[config.mk]
export PLATFORM = sky130hd
export DESIGN_NAME = bus_intercept_ctrl
export DESIGN_NICKNAME = d
export VERILOG_FILES = /design/src/rtl/bus_intercept_ctrl.sv
export SDC_FILE = /design/constraint.sdc
export NUM_CORES = 1
export LEC_CHECK = 0
export CAP_MARGIN = 5
export CORE_UTILIZATION = 55
export DETAILED_ROUTE_END_ITERATION = 10
export GPL_TIMING_DRIVEN = 1
export PLACE_DENSITY = 0.82
export SLEW_MARGIN = 20
export SYNTH_ARGS = -nofsm -noshare
export SYNTH_HDL_FRONTEND = slang
export SYNTH_SLANG_ARGS = --single-unit
export TNS_END_PERCENT = 20
[constraint.sdc]
create_clock -name CLKCPU_A -period 5.5 [get_ports CLKCPU_A]
set_clock_uncertainty 0.05 [all_clocks]
set_input_delay 1.65 -clock CLKCPU_A [delete_from_list [all_inputs] [get_ports CLKCPU_A]]
set_output_delay 1.65 -clock CLKCPU_A [all_outputs]
set_load 0.03 [all_outputs]
[src/rtl/bus_intercept_ctrl.sv]
// Read-cycle intercept controller for the 68020 bus on the CD32 riser.
// Decodes joystick/pot/CIA reads, claims them from the accelerator, drives
// the byte on D[31:24] with an 8-bit DSACK, and owns the source register bank
// that the user_io side updates. Tristate buffers live in the top level.
module bus_intercept_ctrl #(
    parameter int DSACK_WAIT = 1,
    parameter int TIMEOUT    = 15
) (
    input  logic        CLKCPU_A,
    input  logic        RESET,
    input  logic        AS20,
    input  logic        DS20,
    input  logic        RW,
    input  logic [23:0] A,
    input  logic        PUNT_IN,
    input  logic        ENABLE,
    input  logic        WR_STB,
    input  logic [1:0]  WR_SEL,
    input  logic [15:0] WR_DATA,
    output logic [7:0]  D_OUT,
    output logic        D_OE,
    output logic [1:0]  DSACK_N,
    output logic        DSACK_OE,
    output logic        PUNT_OUT,
    output logic        SRC_RD,
    output logic [1:0]  SRC_IDX,
    output logic        ERR,
    output logic        BUSY
);

    typedef enum logic [2:0] {
        S_IDLE, S_DECODE, S_PUNT, S_CLAIM, S_DRIVE, S_ACK, S_RELEASE
    } state_t;

    state_t      state, state_next;
    logic [15:0] bank [4];
    logic [1:0]  sel;
    logic        armed;
    logic [2:0]  wait_cnt;
    logic [7:0]  tcnt;
    logic        ack_entry;
    logic        pend_vld;
    logic [15:0] pend_data;
    logic        hit;
    logic [1:0]  idx;
    logic [7:0]  rd_byte;
    logic        timeout_hit;
    logic        claim;
    logic        in_claim;
    logic        hold_wr;
    logic [15:0] wr_val;

    // Address decode of the CPU byte address into a bank entry and byte lane
    always_comb begin
        hit = 1'b1;
        idx = 2'd0;
        case (A)
            24'hDFF00A, 24'hDFF00B: idx = 2'd0;
            24'hDFF00C, 24'hDFF00D: idx = 2'd1;
            24'hDFF012, 24'hDFF013: idx = 2'd2;
            24'hBFE001:             idx = 2'd3;
            default:                hit = 1'b0;
        endcase
        // Odd addresses are the low byte; PRA sits at an odd address so it picks [7:0]
        rd_byte = A[0] ? bank[idx][7:0] : bank[idx][15:8];
    end

    assign timeout_hit = !armed && DS20 && (tcnt == 8'(TIMEOUT - 1));
    assign in_claim    = (state == S_CLAIM) || (state == S_DRIVE) || (state == S_ACK);
    // A write to the entry currently being served is parked until RELEASE
    assign hold_wr     = WR_STB && in_claim && (WR_SEL == sel);
    assign wr_val      = (WR_SEL == 2'd3) ? {8'h00, WR_DATA[7:0]} : WR_DATA;

    // State register
    always_ff @(posedge CLKCPU_A or posedge RESET) begin
        if (RESET) state <= S_IDLE;
        else       state <= state_next;
    end

    // Next-state logic; AS20 negation aborts any cycle not yet acknowledged
    always_comb begin
        state_next = state;
        case (state)
            S_IDLE:    if (!AS20) state_next = S_DECODE;
            S_DECODE: begin
                if (AS20)                                       state_next = S_RELEASE;
                else if (!ENABLE || !RW || !PUNT_IN || !hit)    state_next = S_PUNT;
                else                                            state_next = S_CLAIM;
            end
            S_PUNT:    if (AS20) state_next = S_IDLE;
            S_CLAIM: begin
                if (AS20)                            state_next = S_RELEASE;
                else if (armed && wait_cnt == 3'd0)  state_next = S_DRIVE;
                else if (timeout_hit)                state_next = S_DRIVE;
            end
            S_DRIVE:   state_next = AS20 ? S_RELEASE : S_ACK;
            S_ACK:     if (AS20) state_next = S_RELEASE;
            S_RELEASE: state_next = S_IDLE;
            default:   state_next = S_IDLE;
        endcase
    end

    // Output decode from the current state
    always_comb begin
        claim    = in_claim;
        D_OE     = (state == S_DRIVE) || (state == S_ACK);
        DSACK_OE = (state == S_ACK) || (state == S_RELEASE);
        DSACK_N  = (state == S_ACK) ? 2'b10 : 2'b11;
        PUNT_OUT = PUNT_IN & ~claim;
        BUSY     = (state != S_IDLE);
        SRC_RD   = ack_entry;
        SRC_IDX  = sel;
    end

    // CLAIM timing: DS20 arms the DSACK_WAIT countdown, otherwise count toward timeout
    always_ff @(posedge CLKCPU_A or posedge RESET) begin
        if (RESET) begin
            armed    <= 1'b0;
            wait_cnt <= 3'd0;
            tcnt     <= 8'd0;
        end else if (state != S_CLAIM) begin
            armed    <= 1'b0;
            wait_cnt <= 3'd0;
            tcnt     <= 8'd0;
        end else if (!armed) begin
            if (!DS20) begin
                armed    <= 1'b1;
                wait_cnt <= 3'(DSACK_WAIT);
            end else begin
                tcnt <= tcnt + 8'd1;
            end
        end else if (wait_cnt != 3'd0) begin
            wait_cnt <= wait_cnt - 3'd1;
        end
    end

    // Claim latch, sticky timeout flag and the SRC_RD entry pulse
    always_ff @(posedge CLKCPU_A or posedge RESET) begin
        if (RESET) begin
            D_OUT     <= 8'h00;
            sel       <= 2'd0;
            ERR       <= 1'b0;
            ack_entry <= 1'b0;
        end else begin
            if (state == S_DECODE && state_next == S_CLAIM) begin
                D_OUT <= rd_byte;
                sel   <= idx;
            end
            if (state == S_CLAIM && !AS20 && timeout_hit) ERR <= 1'b1;
            ack_entry <= (state == S_DRIVE) && (state_next == S_ACK);
        end
    end

    // Register bank with one-deep pending buffer; a direct write after the commit wins
    always_ff @(posedge CLKCPU_A or posedge RESET) begin
        if (RESET) begin
            for (int i = 0; i < 4; i++) bank[i] <= 16'h0000;
            pend_vld  <= 1'b0;
            pend_data <= 16'h0000;
        end else begin
            if (state == S_RELEASE && pend_vld) begin
                bank[sel] <= pend_data;
                pend_vld  <= 1'b0;
            end
            if (hold_wr) begin
                pend_vld  <= 1'b1;
                pend_data <= wr_val;
            end else if (WR_STB) begin
                bank[WR_SEL] <= wr_val;
            end
        end
    end

endmodule

### Word level (Yosys, flattened, before mapping)

Index checks and enable logic that the tools add are counted.

* order comparisons: 5
* multiplexer cells: 39
* bitwise gates (word level): 5
* add/subtract/negate cells: 2
* eq/ne operators: 22
* reduce and logical (&&, ||, !) cells: 36

Operators by type and width (count)
* $mux W64: 3
* $eq A24 B24 Y1 const B: 7
* $bwmux W64: 2
* $mux W16: 5
* $demux W16 S2: 2
* $mux W3: 11
* $bmux W16 S2: 1
* $mux W8: 4
* $pmux W3 S6: 1
* $eq A3 B3 Y1 const B: 4
* $logic_and A1 B1 Y1: 12
* $eq A3 B2 Y1 const B: 3
* $ge A3 B3 Y1 const B: 3
* $not A2 Y3: 3
* $add A8 B1 Y8 const B: 1
* $eq A8 B4 Y1 const B: 1
* $mux W1: 8
* $logic_or A1 B1 Y1: 7
* $reduce_or A7 Y1: 1
* $logic_not A1 Y1: 6
* $logic_not A3 Y1: 2
* $lt A3 B1 Y1 const B: 2
* $ne A3 B1 Y1 const B: 2
* $pmux W2 S3: 1
* 13 further kinds: 17

* bits in registers: 108
* output and inout port bits: 18
* word-level logic and storage cells: 123
* input bits: 50

### Logic depth before layout (Yosys ltp)

Gate-level depths: netlist (run 1).

* depth in word-level cells: 10
* gate-level depth with buffers: 9
* depth with buffers taken out: 8

### Worst setup path before layout (run 1)

OpenSTA, ideal clock, no wires.

* path kind: input -> output
* start point: input PUNT_IN
* end point: output PUNT_OUT
* stages: 1
* required time: 3.800 ns
* path buffers: 0
* arrival: 1.956 ns
* path slack: 1.844 ns
* path through: and3_1

* longest elaborated chain between the ends: 1

Ends and longest elaborated chain
* from (decl): line 15 `input logic PUNT_IN,`
* $and A1 B1 Y1: line 109 `PUNT_OUT = PUNT_IN & ~claim;`
* to (decl): line 24 `output logic PUNT_OUT,`

Every way passes these cells.

### Final worst setup path (run 1)

Same ends and word-level chain as after synthesis.

==> results.yml, run 1 <==
timing:
  worst_slack_ns: 0.879
  setup_viol: 0
  tightest_slew_ns: 1.15
  max_freq_ghz: 0.216
  fin_crit_sh_pct: 84.0
  relSlewSlack_pct: 23.2
  rsz0062_at_grt: "no"
  finalHoldViolations: 0
  min_period_ns: 4.62
  drv_slew: 0
  tns_ns: 0
yosys:
  synthTopCellsByArea: "dfrtp_1 48%, mux2i_1 11%, nand2_1 5.0%, nor2_1 4.2%, a21oi_1 4.1%"
  avgSynthCellArea_um2: 9.61
  synth_area_um2: 5220
  yosys.area.top_type: "dfrtp_1"
  synth.top_cell.area_share_pct: 48.0
  netlist-cell-type-count: 51
  syn_inst: 543
  ys_top_cells_by_count: "100 x dfrtp_1, 69 x nand2_1, 59 x nor2_1, 56 x mux2i_1, 43 x a21oi_1"
  synthArstFlopShare_pct: 100
  synth.most_common_cell: "dfrtp_1"
  ys.flop_type: "dfrtp_1"
  synth_seq_cells: 100
  synthesis.nets: 597
  ys_seq_area_share_pct: 48.0
  synth_edf_count: 0
  yosys_warnings: 0
route:
  drt_iter0_drc: 364
  vias: 4249
  first_pass_iters: 6
  drcViolationCount: 0
  routed_wirelength_mm: 13.0
  wl_per_cell_um: 18.3
  postRouteAntennaNets: 0
  vias_per_cell: 6.00
critical_path:
  cp_common_cell: "clkdlybuf4s50_1"
  critPathCaptureType: "primary output"
  crit_arrival_ns: 2.92
  crit_required_ns: 3.80
  critPathLaunchType: "input port"
  crit_fanout: 2
  critPathMaxStageDelay_ns: 0.66
  crit_chain: "clkdlybuf4s50_1 > and3_1 > clkdlybuf4s50_1"
  critical_path_class: "input port to primary output"
  slowest_stage: "clkdlybuf4s50_1"
layout:
  multi_input_area_um2: 2480
  fin_nets: 646
  area_growth_pct: 16.8
  drive_above_1_share_pct: 8.38
  seq_area_um2: 2500
  fillers: 742
  antenna_cells: 0
placed_design:
  portBuffers: 66
  gp_congestion: 0.840
  dp.final_hpwl_mm: 8.46
  post-place-ws_ns: 0.870
flow_run:
  cap_violations: 0
floorplan:
  die_h_um: 99.4
  initial_core_util_pct: 56.7
  num_rows: 35
  fp.coreArea_um2: 9200
  ioPinCount: 68
  die_area_um2: 9880
  die_w_um: 99.4
global_route:
  track_usage_pct: 26.9
  grt_max_degree: 43
  grt_pass1_wl_mm: 20.5
  overflow: 0
  antenna_found_initial: 0
  grt_pass1_vias: 4149
power:
  powerDensity_nw_per_um2: 347
  ir_worst_vdd_mv: 0.177
  leakage_nw: 2.66
status:
  status: "completed"
clocking:
  clk_path_buf_depth: 2
  hold_buffers: 0
  clk_latency_ns: 0.37
  cts_resized: 0
  clkTransAtPathRegs_ns: 0.09
  cts_root_buf: "clkbuf_8"
  cts_setup_buffers: 0
  cts_tree: "done"
  clock_sink_count: 100
  numCtsBuffers: 9
  htreeDepth: 3
min_path:
  hold_class: "flop to flop"
[kinds of logic (layout without fill, tap and decap cells)]
| family | Yosys count | count (layout) | share of synthesized area [%] |
|---|---|---|---|
| DFF | 100 | 100 | 48.0 |
| other | 1 | 1 | 0.0719 |
| and+or+nand+nor | 187 | 187 | 17.0 |
| adders and majority gates | 4 | 4 | 0.960 |
| buffers and inverters | 49 | 103 | 4.77 |
| xor gates and xnor gates | 11 | 11 | 1.85 |
| AOI/OAI and AO/OA | 126 | 126 | 14.7 |
| muxes | 65 | 65 | 12.7 |
[stage by stage]
stage	total power, W	hold WS, ns	std cells	utilization (%)	instance area, um^2
floorplan	0.00146	0.388	543	-	5220
global route	0.00222	0.477	708	66.2	6090
CTS	0.00211	0.425	708	66.2	6090
detailed placement	0.00165	0.405	692	64.1	5900
global placement	0.00162	0.398	692	64.1	5900
finish	0.00211	0.426	708	66.2	6090
[final cells by class]
| type | count | area share, % |
|---|---|---|
| clock buffer | 11 | 2.16 |
| clock inverter | 5 | 1.03 |
| inverter | 13 | 0.842 |
| multi-input combinational | 394 | 40.8 |
| sequential | 100 | 41.1 |
| tap | 111 | 2.28 |
| timing repair buffer | 74 | 11.8 |
[registers in the layout, indices dropped and copies added (netlist names)]
name	count
wait_cnt	3
SRC_IDX	2
pend_data	16
armed	1
tcnt	8
state	3
D_OUT	8
ERR	1
bank	56
pend_vld	1
SRC_RD	1
[path summary, 6_finish.rpt]
check / start / endpoint / slack, ns / cells after the start
worst max-delay path: PUNT_IN / PUNT_OUT / 0.88 / 3
worst min register to register: pend_vld / pend_vld / 0.43 / 2
worst min-delay path: pend_vld / pend_vld / 0.43 / 2
worst max register to register: state[0] / bank[44] / 2.08 / 7
min in group asynchronous: RESET / D_OUT[2] / 1.58 / 2
max in group asynchronous: RESET / bank[61] / 2.94 / 3
[power breakdown]
group          total, W  internal [W]  leakage (nW)  switching, W
Sequential      0.00108      0.000925          1.23      0.000159
Clock          0.000463      0.000212        0.0897      0.000251
Combinational  0.000565      0.000275          1.34      0.000290
[worst max-delay path: cells and delay by family]
kind	cells	cell delay, ns
buffers and inverters	2	1.13
and+or+nand+nor	1	0.14
[placed cells by master, fill, tap and decap left out, drive strengths merged, types with 2 or more instances in the layout]
cell,Yosys,layout
a32o,8,8
nand2,70,70
o211ai,2,2
a32oi,8,8
nand4,6,6
nor4,3,3
o21ai,37,37
nand2b,11,11
buf,13,8
nor3,2,2
nand3,10,10
a21oi,43,43
nor2,60,60
a211oi,2,2
xor2,6,6
clkbuf,23,11
ha,4,4
nor2b,4,4
xnor2,5,5
or3,3,3
clkinv,0,2
inv,13,13
and4,2,2
mux2,9,9
nand3b,3,3
mux2i,56,56
or4bb,2,2
or2,2,2
dfrtp,100,100
and3,5,5
clkinvlp,0,2
o22ai,18,18
clkdlybuf4s50,0,66
[metal layers]
metal | wire length [um] | global-route usage (%) | vias to the layer above
li1 | - | - | 2019
met1 | 5650 | 35.9 | 2026
met2 | 6200 | 43.5 | 183
met3 | 926 | 5.13 | 21
met4 | 184 | 10.6 | 0
met5 | 0 | 0 | -
(Power assumes the default switching activity.)
==> run 2: changes to the inputs <==
--- a/config.mk
+++ b/config.mk
@@ -6,10 +6,10 @@
 export NUM_CORES = 1
 export LEC_CHECK = 0
 export CAP_MARGIN = 5
-export CORE_UTILIZATION = 55
+export CORE_UTILIZATION = 50
 export DETAILED_ROUTE_END_ITERATION = 10
 export GPL_TIMING_DRIVEN = 1
-export PLACE_DENSITY = 0.82
+export PLACE_DENSITY = 0.78
 export SLEW_MARGIN = 20
 export SYNTH_ARGS = -nofsm -noshare
 export SYNTH_HDL_FRONTEND = slang
==> constraint.sdc (replaced) <==
create_clock -name CLKCPU_A -period 4.1 [get_ports CLKCPU_A]
set_clock_uncertainty 0.05 [all_clocks]
set_input_delay 1.23 -clock CLKCPU_A [delete_from_list [all_inputs] [get_ports CLKCPU_A]]
set_output_delay 1.23 -clock CLKCPU_A [all_outputs]
set_load 0.03 [all_outputs]
==> run 2 against run 1 <==
Compared with the run above:
- clock power is 54% higher
- setup slack worse by 0.57 ns
- via count is 2.1% higher
- largest cell class unchanged
- non-clock buffer count is 3 higher
- global-route usage is 1.5 points lower
==> results.yml, run 2 (same netlist as run 1, synthesis figures left out) <==
status:
  status: "completed"
timing:
  fin_crit_sh_pct: 92.6
  tns_ns: 0
  hold_slack_ns: 0.431
  max_freq_ghz: 0.263
  setup_viol: 0
  min_period_ns: 3.80
  finalHoldViolations: 0
  drv_slew: 0
  relSlewSlack_pct: 26.3
  tightest_slew_ns: 1.10
  rsz0062_at_grt: "no"
layout:
  top_regs: "bank x56, pend_data x16"
  antenna_cells: 0
  fillers: 828
  top_register: "bank"
  mostFrequentLayoutCell: "dfrtp_1"
  drive_above_1_share_pct: 8.83
  largest_reg_flops: 56
  mostFrequentLayoutCells: "100 x dfrtp_1, 69 x nand2_1, 66 x clkdlybuf4s50_1, 59 x nor2_1, 56 x mux2i_1"
  multi_input_area_um2: 2480
  fin_nets: 649
  seq_area_um2: 2500
  area_growth_pct: 19.4
global_route:
  track_usage_pct: 25.4
  grt_pass1_wl_mm: 21.8
  antenna_found_initial: 0
  grt_max_degree: 54
  overflow: 0
  grt_pass1_vias: 4330
critical_path:
  worst_r2r_path_depth: 8
  reg2reg_to: "bank[44]"
  crit_end: "PUNT_OUT"
  r2r_slack_ns: 1.58
  crit_start: "PUNT_IN"
  critical_path_class: "input port to primary output"
  crit_required_ns: 2.82
  critPathMaxStageDelay_ns: 0.66
  slowest_stage: "clkdlybuf4s50_1"
  reg2reg_from: "state[1]"
  cp_common_cell: "clkdlybuf4s50_1"
  crit_fanout: 2
  critPathLaunchType: "input port"
  crit_chain: "clkdlybuf4s50_1 > and3_1 > clkdlybuf4s50_1"
  critPathCaptureType: "primary output"
  crit_arrival_ns: 2.52
placed_design:
  dp.final_hpwl_mm: 9.10
  portBuffers: 66
  gp_congestion: 0.917
route:
  vias: 4339
  met3_length_um: 819
  wl_per_cell_um: 17.8
  wl_met1_mm: 5.69
  first_pass_iters: 7
  drcViolationCount: 0
  routed.top_layer: "met4"
  routed_wirelength_mm: 13.1
  wl_met2_mm: 6.22
  vias_per_cell: 5.92
  postRouteAntennaNets: 0
  drt_iter0_drc: 390
clocking:
  htreeDepth: 3
  clk_latency_ns: 0.37
  cts_tree: "done"
  clk_path_buf_depth: 2
  cts_root_buf: "clkbuf_8"
  clkTransAtPathRegs_ns: 0.10
  cts_setup_buffers: 0
  cts_resized: 0
  clock_sink_count: 100
  hold_buffers: 0
  numCtsBuffers: 9
floorplan:
  die_area_um2: 10800
  num_rows: 36
  fp.coreArea_um2: 9950
  die_h_um: 104
  die_w_um: 104
  ioPinCount: 68
  initial_core_util_pct: 52.4
power:
  powerDensity_nw_per_um2: 474
  internal-power_w: 0.00198
  combPwrFrac_pct: 25.7
  power_switching_w: 0.000970
  pwr-share-seq_pct: 50.2
  p_clk_share_pct: 24.2
  ir_worst_vdd_mv: 0.204
  leakage_nw: 2.71
  swShare_pct: 32.9
flow_run:
  cap_violations: 0
min_path:
  hold_depth: 2
  hold_class: "flop to flop"
[run 2: cell count changes in the layout (fill, tap and decap cells not counted), sizes merged]
cell / change
buf: +3
bufinv: +1
clkinvlp: -1
[run 2: metal layers]
layer / GRT usage [%] / up-vias
li1: - / 2023
met1: 33.4 / 2102
met2: 42.0 / 184
met3: 4.07 / 30
met5: 0 / -
met4: 10.3 / 0
[run 2: power by group through the flow]
stage          registers (W)  logic [W]  clock network, W
3_5_place_dp         0.00150   0.000755                 0
2_1_floorplan        0.00140   0.000562                 0
3_3_place_gp         0.00148   0.000718                 0
5_1_grt              0.00152   0.000841          0.000760
6_report             0.00148   0.000757          0.000713
4_1_cts              0.00147   0.000758          0.000719
[run 2: worst min path at each step]
stage              from  slack (ns)       end
2_1_floorplan  pend_vld        0.39  pend_vld
3_3_place_gp   pend_vld        0.40  pend_vld
3_5_place_dp        ERR        0.41       ERR
4_1_cts             ERR        0.43       ERR
5_1_grt             ERR        0.47       ERR
6_report            ERR        0.43       ERR
[run 2: through the flow]
step	worst slack, ns	utilization [%]	instance area [um^2]	std cells	power (W)
global placement	0.320	60.2	5990	716	0.00220
floorplan	0.201	-	5220	543	0.00196
finish	0.305	62.6	6230	733	0.00295
CTS	0.302	62.4	6210	732	0.00295
global route	0.266	62.6	6230	733	0.00312
detailed placement	0.195	60.2	5990	716	0.00225
[run 2: critical path, delay by kind of cell]
family | cells | cell delay, ns
buffers and inverters | 2 | 1.14
AND/OR/NAND/NOR | 1 | 0.15
[run 2: layout make-up]
class | instances | share of cell area (%)
repair buffers | 77 | 12.9
clock buffers | 11 | 2.27
multi-input cells | 394 | 39.8
flip-flops and latches | 100 | 40.2
clock inverters | 5 | 1.37
well taps | 133 | 2.67
inverters | 13 | 0.823
